`src/rtl/multicycle_pkg.sv`:
```
// Shared definitions for the multi-cycle RV32I control unit.
// Holds the state encoding, opcode constants, ALU operation codes and the
// datapath select codes, plus small helpers used by the control FSM.
package multicycle_pkg;

    // FSM state encoding (also exported on the debug state port)
    localparam logic [3:0] S_FETCH    = 4'd0;
    localparam logic [3:0] S_DECODE   = 4'd1;
    localparam logic [3:0] S_MEMADR   = 4'd2;
    localparam logic [3:0] S_MEMREAD  = 4'd3;
    localparam logic [3:0] S_MEMWB    = 4'd4;
    localparam logic [3:0] S_MEMWRITE = 4'd5;
    localparam logic [3:0] S_EXECUTER = 4'd6;
    localparam logic [3:0] S_ALUWB    = 4'd7;
    localparam logic [3:0] S_EXECUTEI = 4'd8;
    localparam logic [3:0] S_JAL      = 4'd9;
    localparam logic [3:0] S_BRANCH   = 4'd10;
    localparam logic [3:0] S_JALR     = 4'd11;
    localparam logic [3:0] S_LUI      = 4'd12;
    localparam logic [3:0] S_FAULT    = 4'd13;

    // Opcodes
    localparam logic [6:0] OP_LOAD   = 7'b0000011;
    localparam logic [6:0] OP_STORE  = 7'b0100011;
    localparam logic [6:0] OP_RTYPE  = 7'b0110011;
    localparam logic [6:0] OP_IALU   = 7'b0010011;
    localparam logic [6:0] OP_JAL    = 7'b1101111;
    localparam logic [6:0] OP_BRANCH = 7'b1100011;
    localparam logic [6:0] OP_JALR   = 7'b1100111;
    localparam logic [6:0] OP_LUI    = 7'b0110111;

    // ALU operations
    localparam logic [2:0] ALU_ADD = 3'b000;
    localparam logic [2:0] ALU_SUB = 3'b001;
    localparam logic [2:0] ALU_AND = 3'b010;
    localparam logic [2:0] ALU_OR  = 3'b011;
    localparam logic [2:0] ALU_SLT = 3'b101;

    // FSM-to-ALU-decoder operation class
    localparam logic [1:0] ALUOP_ADD   = 2'b00;
    localparam logic [1:0] ALUOP_SUB   = 2'b01;
    localparam logic [1:0] ALUOP_FUNCT = 2'b10;

    // Immediate formats
    localparam logic [2:0] IMM_I = 3'b000;
    localparam logic [2:0] IMM_S = 3'b001;
    localparam logic [2:0] IMM_B = 3'b010;
    localparam logic [2:0] IMM_J = 3'b011;
    localparam logic [2:0] IMM_U = 3'b100;

    // Result selects
    localparam logic [1:0] RES_ALUOUT = 2'b00;
    localparam logic [1:0] RES_MEM    = 2'b01;
    localparam logic [1:0] RES_ALU    = 2'b10;
    localparam logic [1:0] RES_PC4    = 2'b11;

    // ALU operand selects
    localparam logic [1:0] SRCA_PC    = 2'b00;
    localparam logic [1:0] SRCA_OLDPC = 2'b01;
    localparam logic [1:0] SRCA_RS1   = 2'b10;
    localparam logic [1:0] SRCA_ZERO  = 2'b11;
    localparam logic [1:0] SRCB_RS2   = 2'b00;
    localparam logic [1:0] SRCB_IMM   = 2'b01;
    localparam logic [1:0] SRCB_FOUR  = 2'b10;

    // States that wait on the shared memory port and are watched by the timeout
    function automatic logic is_mem_state(input logic [3:0] s);
        return (s == S_FETCH) || (s == S_MEMREAD) || (s == S_MEMWRITE);
    endfunction

    // Immediate format implied by the opcode (formats without an immediate give I)
    function automatic logic [2:0] imm_for_opcode(input logic [6:0] op);
        case (op)
            OP_STORE:  return IMM_S;
            OP_BRANCH: return IMM_B;
            OP_JAL:    return IMM_J;
            OP_LUI:    return IMM_U;
            default:   return IMM_I;
        endcase
    endfunction

endpackage

```
`src/rtl/mc_alu_decoder.sv`:
```
// ALU decoder for the multi-cycle control unit (purely combinational).
// Ports:
//   alu_op      - operation class from the FSM (add / sub / funct-decoded)
//   funct3      - instruction funct3
//   funct7_5    - instruction bit 30, selects sub for R-type add/sub
//   is_rtype    - high in the register-register execute state
//   alu_control - ALU operation code
module mc_alu_decoder
    import multicycle_pkg::*;
(
    input  logic [1:0] alu_op,
    input  logic [2:0] funct3,
    input  logic       funct7_5,
    input  logic       is_rtype,
    output logic [2:0] alu_control
);

    always_comb begin
        alu_control = ALU_ADD;
        case (alu_op)
            ALUOP_SUB: alu_control = ALU_SUB;
            ALUOP_FUNCT: begin
                case (funct3)
                    // bit 30 is part of the immediate for I-type, so it only
                    // means sub for register-register instructions
                    3'b000:  alu_control = (is_rtype && funct7_5) ? ALU_SUB : ALU_ADD;
                    3'b010:  alu_control = ALU_SLT;
                    3'b110:  alu_control = ALU_OR;
                    3'b111:  alu_control = ALU_AND;
                    default: alu_control = ALU_ADD;
                endcase
            end
            default: alu_control = ALU_ADD;
        endcase
    end

endmodule

```
`src/rtl/multicycle_control_unit.sv`:
```
// Control FSM for the multi-cycle RV32I core.
// Sequences fetch/decode/execute/memory/writeback over one shared memory
// port, resolves branches, pulses instr_retired once per instruction,
// watches memory waits with a timeout and parks in a sticky FAULT state.
// Ports:
//   clk, reset (async, active-high)
//   opcode/funct3/funct7_5 - instruction register fields
//   zero/lt/ltu            - ALU comparison flags for branches
//   mem_ready              - memory completes the access this cycle
//   mem_req/mem_write/adr_src, ir_write/pc_write/reg_write - datapath strobes
//   alu_src_a/alu_src_b/imm_src/result_src/alu_control     - datapath selects
//   state (debug), instr_retired, fault
module multicycle_control_unit
    import multicycle_pkg::*;
#(
    parameter int MEM_TIMEOUT = 16,
    parameter int CNT_W       = 8,
    parameter bit ENABLE_EXT  = 1'b1
) (
    input  logic       clk,
    input  logic       reset,
    input  logic [6:0] opcode,
    input  logic [2:0] funct3,
    input  logic       funct7_5,
    input  logic       zero,
    input  logic       lt,
    input  logic       ltu,
    input  logic       mem_ready,
    output logic       mem_req,
    output logic       mem_write,
    output logic       adr_src,
    output logic       ir_write,
    output logic       pc_write,
    output logic       reg_write,
    output logic [1:0] alu_src_a,
    output logic [1:0] alu_src_b,
    output logic [2:0] imm_src,
    output logic [1:0] result_src,
    output logic [2:0] alu_control,
    output logic [3:0] state,
    output logic       instr_retired,
    output logic       fault
);

    localparam bit               WD_EN        = (MEM_TIMEOUT != 0);
    localparam logic [CNT_W-1:0] TIMEOUT_LAST = CNT_W'((MEM_TIMEOUT == 0) ? 0 : MEM_TIMEOUT - 1);

    logic [3:0]       state_reg, state_next;
    logic [CNT_W-1:0] cnt_reg, cnt_next;
    logic [3:0]       decode_target;
    logic             taken;
    logic             timeout;
    logic [1:0]       alu_op;

    logic mem_req_int, mem_write_int, ir_write_int, pc_write_int;
    logic reg_write_int, retired_int;

    // ---------------- state and wait counter ----------------
    always_ff @(posedge clk or posedge reset) begin
        if (reset) begin
            state_reg <= S_FETCH;
            cnt_reg   <= '0;
        end else begin
            state_reg <= state_next;
            cnt_reg   <= cnt_next;
        end
    end

    assign timeout = WD_EN && is_mem_state(state_reg) && !mem_ready
                     && (cnt_reg == TIMEOUT_LAST);

    // Counter restarts on every state change (covers entry) and on any
    // completed access; it only runs while a memory state is stalled.
    always_comb begin
        cnt_next = '0;
        if (state_next == state_reg && is_mem_state(state_reg) && !mem_ready)
            cnt_next = cnt_reg + CNT_W'(1);
    end

    // ---------------- decode and branch resolution ----------------
    always_comb begin
        decode_target = S_FAULT;
        case (opcode)
            OP_LOAD, OP_STORE: decode_target = S_MEMADR;
            OP_RTYPE:          decode_target = S_EXECUTER;
            OP_IALU:           decode_target = S_EXECUTEI;
            OP_JAL:            decode_target = S_JAL;
            // the reduced decoder only knows BEQ
            OP_BRANCH:         decode_target = (ENABLE_EXT || funct3 == 3'b000) ? S_BRANCH : S_FAULT;
            OP_JALR:           decode_target = ENABLE_EXT ? S_JALR : S_FAULT;
            OP_LUI:            decode_target = ENABLE_EXT ? S_LUI : S_FAULT;
            default:           decode_target = S_FAULT;
        endcase
    end

    always_comb begin
        taken = 1'b0;
        case (funct3)
            3'b000:  taken = zero;
            3'b001:  taken = !zero;
            3'b100:  taken = lt;
            3'b101:  taken = !lt;
            3'b110:  taken = ltu;
            3'b111:  taken = !ltu;
            default: taken = 1'b0;
        endcase
    end

    // ---------------- next state ----------------
    always_comb begin
        state_next = state_reg;
        case (state_reg)
            S_FETCH: begin
                if (mem_ready)    state_next = S_DECODE;
                else if (timeout) state_next = S_FAULT;
            end
            S_DECODE:   state_next = decode_target;
            S_MEMADR:   state_next = (opcode == OP_STORE) ? S_MEMWRITE : S_MEMREAD;
            S_MEMREAD: begin
                if (mem_ready)    state_next = S_MEMWB;
                else if (timeout) state_next = S_FAULT;
            end
            S_MEMWB:    state_next = S_FETCH;
            S_MEMWRITE: begin
                if (mem_ready)    state_next = S_FETCH;
                else if (timeout) state_next = S_FAULT;
            end
            S_EXECUTER, S_EXECUTEI, S_JAL, S_LUI: state_next = S_ALUWB;
            S_ALUWB, S_JALR, S_BRANCH:            state_next = S_FETCH;
            S_FAULT:    state_next = S_FAULT;
            default:    state_next = S_FAULT;
        endcase
    end

    // ---------------- outputs ----------------
    always_comb begin
        mem_req_int   = 1'b0;
        mem_write_int = 1'b0;
        adr_src       = 1'b0;
        ir_write_int  = 1'b0;
        pc_write_int  = 1'b0;
        reg_write_int = 1'b0;
        retired_int   = 1'b0;
        alu_src_a     = SRCA_PC;
        alu_src_b     = SRCB_RS2;
        imm_src       = IMM_I;
        result_src    = RES_ALUOUT;
        alu_op        = ALUOP_ADD;
        case (state_reg)
            S_FETCH: begin
                mem_req_int  = 1'b1;
                alu_src_a    = SRCA_PC;
                alu_src_b    = SRCB_FOUR;
                result_src   = RES_ALU;
                ir_write_int = mem_ready;
                pc_write_int = mem_ready;
            end
            S_DECODE: begin
                alu_src_a = SRCA_OLDPC;
                alu_src_b = SRCB_IMM;
                imm_src   = imm_for_opcode(opcode);
            end
            S_MEMADR: begin
                alu_src_a = SRCA_RS1;
                alu_src_b = SRCB_IMM;
            end
            S_MEMREAD: begin
                mem_req_int = 1'b1;
                adr_src     = 1'b1;
            end
            S_MEMWB: begin
                result_src    = RES_MEM;
                reg_write_int = 1'b1;
                retired_int   = 1'b1;
            end
            S_MEMWRITE: begin
                mem_req_int   = 1'b1;
                mem_write_int = 1'b1;
                adr_src       = 1'b1;
                retired_int   = mem_ready;
            end
            S_EXECUTER: begin
                alu_src_a = SRCA_RS1;
                alu_src_b = SRCB_RS2;
                alu_op    = ALUOP_FUNCT;
            end
            S_EXECUTEI: begin
                alu_src_a = SRCA_RS1;
                alu_src_b = SRCB_IMM;
                alu_op    = ALUOP_FUNCT;
            end
            S_ALUWB: begin
                result_src    = RES_ALUOUT;
                reg_write_int = 1'b1;
                retired_int   = 1'b1;
            end
            S_JAL: begin
                alu_src_a    = SRCA_OLDPC;
                alu_src_b    = SRCB_FOUR;
                result_src   = RES_ALUOUT;
                pc_write_int = 1'b1;
            end
            S_JALR: begin
                alu_src_a     = SRCA_RS1;
                alu_src_b     = SRCB_IMM;
                result_src    = RES_PC4;
                reg_write_int = 1'b1;
                pc_write_int  = 1'b1;
                retired_int   = 1'b1;
            end
            S_LUI: begin
                imm_src   = IMM_U;
                alu_src_a = SRCA_ZERO;
                alu_src_b = SRCB_IMM;
            end
            S_BRANCH: begin
                alu_src_a    = SRCA_RS1;
                alu_src_b    = SRCB_RS2;
                alu_op       = ALUOP_SUB;
                result_src   = RES_ALUOUT;
                pc_write_int = taken;
                retired_int  = 1'b1;
            end
            default: ;
        endcase
    end

    // Strobes are forced low while reset is held so nothing fires before
    // the first real fetch.
    assign mem_req       = mem_req_int   & ~reset;
    assign mem_write     = mem_write_int & ~reset;
    assign ir_write      = ir_write_int  & ~reset;
    assign pc_write      = pc_write_int  & ~reset;
    assign reg_write     = reg_write_int & ~reset;
    assign instr_retired = retired_int   & ~reset;
    assign fault         = (state_reg == S_FAULT);
    assign state         = state_reg;

    mc_alu_decoder u_alu_decoder (
        .alu_op      (alu_op),
        .funct3      (funct3),
        .funct7_5    (funct7_5),
        .is_rtype    (state_reg == S_EXECUTER),
        .alu_control (alu_control)
    );

endmodule

```
`config.mk`:
```
export PLATFORM = sky130hd
export DESIGN_NAME = multicycle_control_unit
export DESIGN_NICKNAME = d
export VERILOG_FILES = /design/src/rtl/multicycle_pkg.sv /design/src/rtl/mc_alu_decoder.sv /design/src/rtl/multicycle_control_unit.sv
export SDC_FILE = /design/constraint.sdc
export NUM_CORES = 1
export LEC_CHECK = 0
export BUFFER_PORTS_ARGS = -buffer_cell sky130_fd_sc_hd__buf_2
export CORE_AREA = 2 2 72 46
export CTS_BUF_LIST = sky130_fd_sc_hd__clkbuf_16
export DETAILED_ROUTE_END_ITERATION = 6
export DIE_AREA = 0 0 74 48
export PLACE_DENSITY_LB_ADDON = 0.12
export SYNTH_ARGS = -nofsm -noshare
export SYNTH_HDL_FRONTEND = slang
export SYNTH_SLANG_ARGS = --single-unit
```
`constraint.sdc`:
```
create_clock -name clk -period 2.45 [get_ports clk]
set_input_delay 0.245 -clock clk [delete_from_list [all_inputs] [get_ports clk]]
set_output_delay 0.245 -clock clk [all_outputs]
set_load 0.01 [all_outputs]
```
==> results of run 1 <==
## synthesized netlist by cell type (all sizes together) (2+ instances only)
cell type / number
a21oi: 12
a31oi: 3
and2: 2
and3: 2
buf: 8
clkbuf: 5
dfrtp: 12
ha: 3
inv: 7
mux2i: 2
nand2: 12
nand2b: 8
nand3: 6
nand3b: 2
nand4: 4
nor2: 17
nor2b: 6
nor3: 10
nor3b: 3
nor4: 2
o21ai: 9
or2: 3
or3: 3
xnor2: 4
xor2: 6
## through the flow
| stage | instance area [µm²] | power [mW] | utilization [%] | hold slack, ns |
|---|---|---|---|---|
| 3_3_place_gp | 1480 | 0.251 | 52.2 | 0.341 |
| 6_report | 1560 | 0.550 | 55.0 | 0.0707 |
| 4_1_cts | 1560 | 0.554 | 55.0 | 0.0853 |
| 5_1_grt | 1560 | 0.574 | 55.0 | 0.128 |
| 2_1_floorplan | 1250 | 0.228 | - | 0.115 |
| 3_5_place_dp | 1480 | 0.252 | 52.2 | 0.340 |
## cell type report
type	instances	area (µm²)	share of cell area (%)
multi-input cells	137	855	54.9
repair buffers	46	245	15.7
clock buffers	3	75.1	4.82
clock inverters	1	3.75	0.241
well taps	42	52.6	3.37
inverters	7	26.3	1.69
flip-flops and latches	12	300	19.3
## routing by layer
layer | vias up | track usage [%]
met5 | - | 0
met4 | 0 | 1.45
met3 | 0 | 5.68
met2 | 40 | 28.2
met1 | 620 | 31.0
li1 | 680 | -
## power breakdown
part / switching (mW) / total (mW) / internal [mW]
clock network: 0.0854 / 0.300 / 0.215
logic: 0.0307 / 0.0511 / 0.0203
registers: 0 / 0.199 / 0.199
## cell families after synthesis
group / after synthesis / share of synthesized area [%]
and+or+nand+nor: 83 / 35.6
xor gates and xnor gates: 10 / 7.00
buffers and inverters: 20 / 7.70
AOI/OAI and AO/OA: 39 / 21.1
adders and majority gates: 3 / 3.00
DFF: 12 / 24.0
muxes: 2 / 1.60
## worst max-delay path: cells and delay by family, from the launching register on
| family | cells | cell delay (ns) |
|---|---|---|
| adders and majority gates | 1 | 0.33 |
| DFF | 1 | 0.45 |
| buffers and inverters | 2 | 0.39 |
| and+or+nand+nor | 3 | 0.62 |
## path summary, 6_finish.rpt
kind,start,end,slack (ns),depth (start not counted)
worst max-delay path,state[1]$_DFF_PP0_,alu_control[2],0.18,6
worst max register to register,state[1]$_DFF_PP0_,state[1]$_DFF_PP0_,0.62,5
worst min register to register,cnt_reg[0]$_DFF_PP0_,cnt_reg[0]$_DFF_PP0_,0.46,1
min in group clk,opcode[0],state[3]$_DFF_PP0_,0.38,4
worst min-delay path,reset,state[2]$_DFF_PP0_,0.07,2
max in group asynchronous,reset,state[3]$_DFF_PP0_,2.05,2
==> impl_results.md, run 1 <==
- Post-cts resize count: 0
- Post-synth EDFFs: 0
- Synth top area share: between 20% and 30%
- Post-layout nets: 227
- Clk_lat worst skew: 0.24 ns
- Tmin final: around 2.3 ns
- Arr. time, crit path: ~2 ns
- Mean Syn Cell Area: between 7 and 8 µm²
- Vias: roughly 1,300
- Worst path cell trace: buf_4, nor2b_1, nand2_1, ha_1, nor4_1, buf_2
- DRC: 0
- Initial antenna violation count: 0
- Port bufs: 40
- Share of post-route cells with drive strength above 1: between 20 and 30%
- Commonest non-fill, non-tap cell in the layout: buf_2
- Ys flop type: dfrtp_1
- Routability Congestion: 0.856
- Vias in the first global route: around 1,100
- Max FFs per register: 8
- Setup TNS: 0 ns
- Worst vdd ir: 289 µV
- Status: complete, no violations
- Hpwl dp: ~2600 µm
- Uppermost routed layer: met3
- YS warnings: 0
- Total grt overflow: 0
- Final setup fails: 0
- Vias per cell: about 5.4
- Final Max Slew Viols: 0
- Worst rel slew slack: roughly 64%
- Die ar.: 3550 µm²
- Max incr delay on CP: around 0.45 ns
- Area delta synth->final: 24.5%
- Maximum fanout along the worst path: 10
- Antenna viol nets, final: 0
- Synth Register Bits: 12
- Post-CTS Setup Inserts: 0
- Die X: around 74 µm
- Fill cells: 280
- Most frequent cells in the layout: buf_2, nor2_1, a21oi_1, nand2_1, dfrtp_1
- Core Area: ~2800 µm²
- Number of H-tree levels: 1
- Pwr dens: between 300 and 400 nW/µm²
- 1st-iter DRT viols: between 100 and 150
- DR WL met2: around 1300 µm
- Largest net degree at the start of global routing: 23
- Longest Clk Path Bufs: 2
- Final WS setup: roughly 0.18 ns
- Drt first pass iters: 4
- RSZ-0062 raised after global routing: false
- Mapped Area: 1250 µm²
- Total Wirelength: 3300 µm
- Worst-margin pin slew: roughly 0.53 ns
- Syn nets: 189
- Leakage: around 0.70 nW
- Netlist cell types: a little under 50
- First-pass GRT wire length: ~5400 µm
- Starting density of the core: 44.2%
- Placed insts: between 200 and 250
- Worst Path Required: approximately 2.2 ns
- Met1 wire length: 1780 µm
- Synth async-reset ratio: 100%
- Root buffer cell: clkbuf_16
- Startpoint types: flip-flop
- Met3 WL: 200 µm
- Post-CTS Hold Fix Bufs: 0
- Die H: approximately 48 µm
- # diodes: 0
- Clk slew on worst S/H paths: 0.05 ns
- Final worst path period share: between 90 and 100%
- Inserted Clock Buffers: 3
- Fmax: around 440 MHz
- Ranking of synthesized cells by area: dfrtp_1, nor2_1, a21oi_1
- I/O pin count: around 40
- Finished Layout Cells: 248
- CTS tree: built
- Sequential fraction of the synthesis area: between 20% and 30%
- Cells after synthesis: between 150 and 200
- Tightest Hold Check Type: primary input to async pin
- Rows: 15
- Clock Skew: about 0.0041 ns
- Pre-CTS setup slack: around 0.46 ns
- Max-cap violation count: 0
- Endpoint class of the critical path: output pin
- Wirelength per Cell: about 13 µm
- Final Hold Vio Count: 0
- Total Routing Usage GR: 20.0%
- Area leader, netlist: dfrtp_1
- Critical path's slowest cell: dfrtp_1
- Setup CP Type: flip-flop to output pin
- Clock tree sinks: 12
No activity file was read; power rests on OpenSTA's default activity.
==> run 2, diff against run 1 <==
Settings changed: CORE_AREA 2 2 72 46 to 5 5 75 49, DIE_AREA 0 0 74 48 to 0 0 80 54.
==> impl_results.md, run 2 (same netlist as run 1, synthesis figures left out) <==
- Die X: 80 µm (+8.1%)
- Die H: 54 µm (+13%)
- Status: complete, no violations
- Area delta synth->final: 25.0%
- # diodes: 0 (unchanged)
- Tmin final: 2.26 ns (-0.0102 ns)
- Worst rel slew slack: 68.3% (+4.4 points)
- Setup TNS: 0 ns (unchanged)
- Clk slew on worst S/H paths: 0.04 ns (about the same)
- Most frequent cells in the layout: buf_2, nor2_1, a21oi_1, nand2_1, dfrtp_1
- Vias: 1,304 (-2.7%)
- Worst path cell trace: nand2b_1, or2_1, a21oi_1, ha_1, nor4_2, buf_2
- Clk_lat worst skew: 0.24 ns (about the same)
- Commonest non-fill, non-tap cell in the layout: buf_2
- Post-CTS Hold Fix Bufs: 0 (unchanged)
- Starting density of the core: 41.1% (-3.0 points)
- Final setup fails: 0 (unchanged)
- Number of H-tree levels: 1 (unchanged)
- Max FFs per register: 8 (unchanged)
- Maximum fanout along the worst path: 10 (unchanged)
- Worst-margin pin slew: 0.475 ns (-0.0590 ns)
- Clock Skew: 0.00338 ns (-0.000771 ns)
- DRC: 0 (unchanged)
- Rows: 16 (+1)
- Post-CTS Setup Inserts: 0 (unchanged)
- Vias per cell: 5.22 (-3.5%)
- Final worst path period share: 92.2% (-0.42 points)
- Die ar.: 4320 µm² (+22%)
- Inserted Clock Buffers: 3 (unchanged)
- Startpoint types: flip-flop
- Setup CP Type: flip-flop to output pin
- Total grt overflow: 0 (unchanged)
- Fin util: 51.4% (-3.6 points)
- Hold WS: 0.0746 ns (+0.00388 ns)
- Vias in the first global route: 1,145 (+1.3%)
- Met2 Usage GRT: 22.3% (-6.0 points)
- Arr. time, crit path: 2.01 ns (about the same)
- Final Hold Vio Count: 0 (unchanged)
- Routability Congestion: 0.842 (-1.7%)
- Share of post-route cells with drive strength above 1: 25.9% (+0.61 points)
- Worst vdd ir: 188 µV (-35%)
- Max-cap violation count: 0 (unchanged)
- Post-layout nets: 227 (unchanged)
- Root buffer cell: clkbuf_16
- Endpoint class of the critical path: output pin
- Fmax: 443 MHz (+0.45%)
- GR Util met1: 23.4% (-7.6 points)
- Total Routing Usage GR: 15.3% (-4.7 points)
- Wirelength per Cell: 13.3 µm (about the same)
- Pwr dens: 346 nW/µm² (-2.1%)
- Leakage: 0.693 nW (-0.40%)
- 1st-iter DRT viols: 64 (-37%)
- Critical path's slowest cell: dfrtp_1
- Max incr delay on CP: 0.47 ns (+0.02 ns)
- Layer with the highest usage: met1
- Hpwl dp: 2650 µm (+0.84%)
- Final Max Slew Viols: 0 (unchanged)
- Initial antenna violation count: 0 (unchanged)
- CTS tree: built
- RSZ-0062 raised after global routing: false
- Tot Pwr: 0.541 mW (-1.7%)
- Drt first pass iters: 4 (unchanged)
- Clock tree sinks: 12 (unchanged)
- Tightest Hold Check Type: primary input to async pin
- Largest net degree at the start of global routing: 20 (-13%)
- Core Area: 3040 µm² (+7.4%)
- Met3 Usage GRT: 4.01% (-1.7 points)
- Antenna viol nets, final: 0 (unchanged)
- Total Wirelength: 3330 µm (+0.88%)
- Port bufs: 40 (unchanged)
- I/O pin count: 41 (unchanged)
- Worst Path Required: 2.20 ns (about the same)
- First-pass GRT wire length: 5290 µm (-2.8%)
- Longest Clk Path Bufs: 2 (unchanged)
run 2: changes by cell type in the layout (fill, tap and decap cells not counted), sizes merged:
cell    delta
clkinv     -1
run 2: critical path: cells and delay by family, from the launching register on:
family / cells / cell delay (ns)
AND/OR/NAND/NOR: 3 / 0.63
AO/OA/AOI/OAI: 1 / 0.22
adder cells (fa/ha/maj): 1 / 0.30
flip-flops: 1 / 0.47
buffers and inverters: 1 / 0.17
run 2: metrics by stage:
stage               setup WS (ns)  cells  instance area (µm²)
finish                      0.192    250                 1560
global route               0.0338    250                 1560
CTS                         0.138    250                 1560
detailed placement          0.396    247                 1480
global placement            0.476    247                 1480
floorplan                   0.284    169                 1250
run 2: final cells by class:
type / instances / area (µm²)
multi-input cells: 137 / 861
inverters: 7 / 26.3
clock buffers: 3 / 75.1
well taps: 45 / 56.3
fillers: 310 / 1480
repair buffers: 46 / 245
flip-flops and latches: 12 / 300
run 2: path summary, 6_finish.rpt:
path                                      start                   end  slack [ns]  depth (start not counted)
max in group asynchronous                 reset  cnt_reg[0]$_DFF_PP0_        2.05                          2
max reg2reg                  state[1]$_DFF_PP0_    state[1]$_DFF_PP0_        0.55                          5
min in group clk                      opcode[0]    state[3]$_DFF_PP0_        0.42                          4
min reg2reg                cnt_reg[0]$_DFF_PP0_  cnt_reg[0]$_DFF_PP0_        0.45                          1
min                                       reset    state[2]$_DFF_PP0_        0.07                          2
max                          state[1]$_DFF_PP0_        alu_control[2]        0.19                          6
run 2: repair_timing:
action                                  in CTS  in global routing
resized for setup                            0                  1
hold endpoints to repair                     0                  0
endpoints found under the setup margin       0                  1
run 2: power by group:
part	internal (mW)	switching, mW
sequential	0.199	0
combinational	0.0204	0.0307
clock	0.212	0.0787
total	0.431	0.109
run 2: metal layers:
layer | vias to the layer above | routed length [µm]
li1 | 681 | -
met1 | 581 | 1810
met2 | 42 | 1280
met3 | 0 | 248
met4 | 0 | 0
met5 | - | 0
